**config.mk**
```make
export PLATFORM = sky130hd
export DESIGN_NAME = instruction_fetch
export DESIGN_NICKNAME = d
export VERILOG_FILES = /design/src/rtl/instruction_fetch.sv
export SDC_FILE = /design/constraint.sdc
export NUM_CORES = 1
export LEC_CHECK = 0
export CAP_MARGIN = 20
export CELL_PAD_IN_SITES_DETAIL_PLACEMENT = 0
export CELL_PAD_IN_SITES_GLOBAL_PLACEMENT = 2
export CORE_MARGIN = 4
export CORE_UTILIZATION = 23
export CTS_BUF_LIST = sky130_fd_sc_hd__clkbuf_8
export CTS_CLUSTER_SIZE = 12
export DETAILED_ROUTE_END_ITERATION = 6
export PLACE_DENSITY_LB_ADDON = 0.08
export SYNTH_ARGS = -nofsm -noshare
export SYNTH_HDL_FRONTEND = slang
export SYNTH_SLANG_ARGS = --single-unit
```
**constraint.sdc**
```tcl
create_clock -name clk -period 3.2 [get_ports clk]
set_clock_uncertainty 0.2 [all_clocks]
set_input_delay 0.64 -clock clk [delete_from_list [all_inputs] [get_ports clk]]
set_output_delay 0.64 -clock clk [all_outputs]
set_load 0.03 [all_outputs]
```
**src/rtl/instruction_fetch.sv**
```systemverilog
// -----------------------------------------------------------------------------
// instruction_fetch
//
// Fetch stage of a multi-cycle, non-pipelined RV32I core. It holds the program
// counter and fetches one instruction word at a time from instruction memory
// over a req/ack handshake. The word is registered onto `inst` for the control
// unit and the register file. When the instruction is allowed to advance, the
// PC moves to pc+4 or to the word-aligned ALU redirect target, and the
// retired-instruction counter increments.
//
// Two-state FSM:
//   FETCH : request held on imem_req/imem_addr until imem_ack.
//   ISSUE : instruction live on inst/inst_valid until stall drops.
//
// Ports
//   clk         in   core clock, rising edge
//   reset       in   synchronous active-low reset
//   PCSel       in   1 = next PC from alu_result, 0 = pc+4
//   alu_result  in   [31:0] redirect target (bits [1:0] ignored)
//   stall       in   hold the current instruction in ISSUE
//   imem_req    out  instruction memory request
//   imem_addr   out  [31:0] request address (equals pc)
//   imem_ack    in   memory response; imem_rdata valid this cycle
//   imem_rdata  in   [31:0] instruction word from memory
//   inst        out  [31:0] registered instruction word
//   inst_valid  out  inst/pc describe a live instruction
//   pc          out  [31:0] PC of the instruction being fetched or issued
//   pc_plus4    out  [31:0] pc + 4 (mod 2^32), used for link write-back
//   instret     out  [31:0] instructions retired since reset (mod 2^32)
// -----------------------------------------------------------------------------
module instruction_fetch #(
  parameter logic [31:0] RESET_PC = 32'h0000_0000,
  parameter logic [31:0] NOP_INST = 32'h0000_0013
) (
  input  logic        clk,
  input  logic        reset,
  input  logic        PCSel,
  input  logic [31:0] alu_result,
  input  logic        stall,
  output logic        imem_req,
  output logic [31:0] imem_addr,
  input  logic        imem_ack,
  input  logic [31:0] imem_rdata,
  output logic [31:0] inst,
  output logic        inst_valid,
  output logic [31:0] pc,
  output logic [31:0] pc_plus4,
  output logic [31:0] instret
);

  typedef enum logic {
    FETCH = 1'b0,
    ISSUE = 1'b1
  } state_t;

  state_t state;

  // Redirect targets are forced onto a word boundary. This also performs the
  // JALR low-bit clear; misalignment is not trapped here.
  function automatic logic [31:0] align_word(input logic [31:0] addr);
    return {addr[31:2], 2'b00};
  endfunction

  assign pc_plus4  = pc + 32'd4;
  assign imem_addr = pc;

  // imem_req and inst_valid are registered alongside the state. imem_req is
  // still 0 in the first FETCH cycle after reset, so a request is raised only
  // in the cycle after reset is sampled high. An ack only counts while a
  // request is actually outstanding, which keeps stray acks out of inst.
  always_ff @(posedge clk) begin
    if (!reset) begin
      state      <= FETCH;
      pc         <= RESET_PC;
      inst       <= NOP_INST;
      instret    <= '0;
      imem_req   <= 1'b0;
      inst_valid <= 1'b0;
    end else begin
      case (state)
        FETCH: begin
          if (imem_req && imem_ack) begin
            inst       <= imem_rdata;
            state      <= ISSUE;
            imem_req   <= 1'b0;
            inst_valid <= 1'b1;
          end else begin
            imem_req <= 1'b1;
          end
        end
        ISSUE: begin
          if (!stall) begin
            pc         <= PCSel ? align_word(alu_result) : pc_plus4;
            instret    <= instret + 32'd1;
            state      <= FETCH;
            imem_req   <= 1'b1;
            inst_valid <= 1'b0;
          end
        end
      endcase
    end
  end

endmodule

```
==> results <==
## synthesized netlist by cell type (3+ instances only)
cell type,n
xor2_1,22
or3_1,3
buf_4,39
o21a_1,3
o22ai_1,3
nand2b_1,4
dfxtp_1,97
a22o_1,4
xnor2_1,34
a22oi_1,9
a21o_1,4
and4_1,6
inv_1,11
mux2i_1,5
a31oi_1,10
nand2_1,101
buf_1,8
a21oi_1,52
nand4_1,18
nor2_1,65
o21ai_0,23
nor4_1,10
clkbuf_1,27
nand3_1,29
nand3b_1,3
or2_2,3
buf_2,5
nor2b_1,3
and2_1,7
nor3_1,12
and3_1,11
## metal layers
metal / track usage, % / vias to the layer above / part of all wire, %
li1: - / 2662 / -
met1: 19.8 / 2463 / 46
met2: 23.0 / 187 / 44
met3: 4.89 / 15 / 8.7
met4: 4.42 / 0 / 1.3
met5: 0 / - / 0
## worst max-delay path: cells and delay by family (launching register included)
family	cells	cell delay (ps)
XOR/XNOR	1	310
flip-flops	1	360
AND/OR/NAND/NOR	3	800
buffers and inverters	2	390
## registers in the layout, indices dropped and copies added (netlist names)
name and flops:
inst_valid 1, state 1, imem_addr 30, inst 32
instret 32, imem_req 1
## final cells by class
cell class | count | area share (%)
multi-input combinational | 484 | 35.8
timing repair buffer | 268 | 32.0
clock buffer | 9 | 1.57
inverter | 11 | 0.523
clock inverter | 7 | 0.982
sequential | 97 | 24.6
tap | 280 | 4.43
## timing repair
item,CTS,global route
setup buffers,1,3
setup endpoints to repair,11,13
pin swaps,1,3
hold buffers,0,0
resized for setup,8,6
## power groups by stage
stage                     registers [mW]  clock network, mW  logic [mW]
after detailed placement            1.29                  0       0.464
final                               1.26              0.870       0.459
after CTS                           1.27              0.928       0.466
after global routing                1.27              0.965       0.496
after floorplan                     1.35                  0       0.185
after global placement              1.29                  0       0.464
## worst paths after layout
| kind | start | endpoint | depth (start not counted) |
|---|---|---|---|
| worst min register to register | inst[3]$_SDFFE_PN0P_ | inst[3]$_SDFFE_PN0P_ | 2 |
| worst min-delay path | inst[3]$_SDFFE_PN0P_ | inst[3]$_SDFFE_PN0P_ | 2 |
| worst max-delay path | imem_addr[2]$_SDFFE_PN0P_ | pc_plus4[31] | 6 |
| worst max register to register | instret[10]$_SDFFE_PN0P_ | instret[26]$_SDFFE_PN0P_ | 5 |
## through the flow
stage	setup WS, ps	hold WS (ps)	utilization [%]	total power, mW	instances
CTS	15.2	261	35.6	2.66	1153
finish	119	260	35.8	2.59	1156
global route	-17.5	278	35.8	2.73	1156
global placement	258	243	34.6	1.75	1136
detailed placement	233	249	34.6	1.76	1136
floorplan	23.1	303	-	1.54	674
## cells by family (layout without fill, tap and decap cells)
group,Yosys count,in the layout,synth area share (%)
AO/OA/AOI/OAI,123,123,14.1
flip-flops,97,97,37.0
AND/OR/NAND/NOR,292,292,27.9
multiplexers,5,5,0.954
XOR/XNOR,56,56,9.35
buffers and inverters,93,295,10.0
other,1,6,0.0715
adder cells (fa/ha/maj),2,2,0.477
==> run summary <==
Design area: 7900 sq um
Clock share of power: 33.6%
Routed wire length: 19.2 mm
Max IR drop VDD: 0.160 mV
Sw Pwr: 0.779 mW
DR vias: 5327
IO Port Bufs: 222
CP Launch Type: register
Arr. time, crit path: 2240 ps
Die height: 159 microns
RePlAce Congestion: 0.764
CTS sink cnt: 97
CTS clk-pin slew, worst paths: 100 ps
Crit path time final: 3080 ps
Pleak: 2.89 nW
Vias in the first global route: 5288
Critical path's slowest cell: dfxtp_1
Sequential fraction of the synthesis area: 37.0%
Ranking of synthesized cells by area: dfxtp_1, nand2_1, xnor2_1
Synth top area share: 37.0%
Post-Syn Instances: 669
DRC Markers: 0
Yosys warning count: 0
Nets: 942
Starting Density: 23.7%
Largest net degree at the start of global routing: 70
Clk Latency, worst-skew pair: 380 ps
Final period utilization: 96.3%
Row count: 54
Die W: 159 microns
Vias per cell: 4.61
Worst Setup End Kind: output pin
Highest Clock Rate: 325 MHz
Avg WL per Cell: 16.6 microns
Synth-to-Final Area Change: 50.7%
Number of synthesized flops with an enable pin: 0
Count of state elements after synthesis: 97
Longest Clk Path Bufs: 2
Grt ovf: 0
Most common cell after layout, fill and taps aside: clkdlybuf4s50_1
Avg Synthesized Cell Area: 7.84 sq um
Internal Power: 1.81 mW
Clock root cell: clkbuf_8
Max incr delay on CP: 360 ps
Core area: 22100 sq um
Net Sw Frac: 30.0%
GRT Util Overall: 14.9%
CTS buffer count: 9
First drt pass iteration count: 4
R2r setup slk: 990 ps
Final setup viols: 0
Syn Std Cell Area: 5240 sq um
Most frequent cells in the layout: clkdlybuf4s50_1, nand2_1, dfxtp_1
Synth area leader: dfxtp_1
Starting DRT DRC Count: 255
Fraction of registers with async set/reset: 0%
Flop pwr share: 48.7%
N_diodes: 0
TNS Setup: 0 ps
Max Slew Vio Count: 0
Status: finished clean
Io pins: 231
Die ar.: 25300 sq um
First-pass GRT wire length: 30.7 mm
Htree depth: 3
Footprint of the multi-input gates: 2830 sq um
TritonCTS clock tree: done
WS Path Type: reg2out
Critical path fanouts, max: 8
Dpl hpwl: 14.1 mm
Critical Path, Cell by Cell: buf_4, nand4_1, nor2_1, nand4_1, xnor2_1, buf_4
CP Data Required Time: 2360 ps
Main flop type after synthesis: dfxtp_1
Combinational Power Share: 17.7%
Final Hold Viols: 0
Sequential cell area: 1950 sq um
Slew margin rel.: 62.6%
Max-cap viol count: 0
Antenna violations before repair: 0
Worst-Margin Slew: 559 ps
Final antenna-violating net count: 0
Layout cell share with drive strength beyond 1: 12.1%
Pwr dens: 328 nW/um^2
Netlist cell types: 60
DP Area: 7640 sq um
Filler cells: 2312
HP Class: reg2reg
Note: power is estimated with default switching activity, not from simulation.
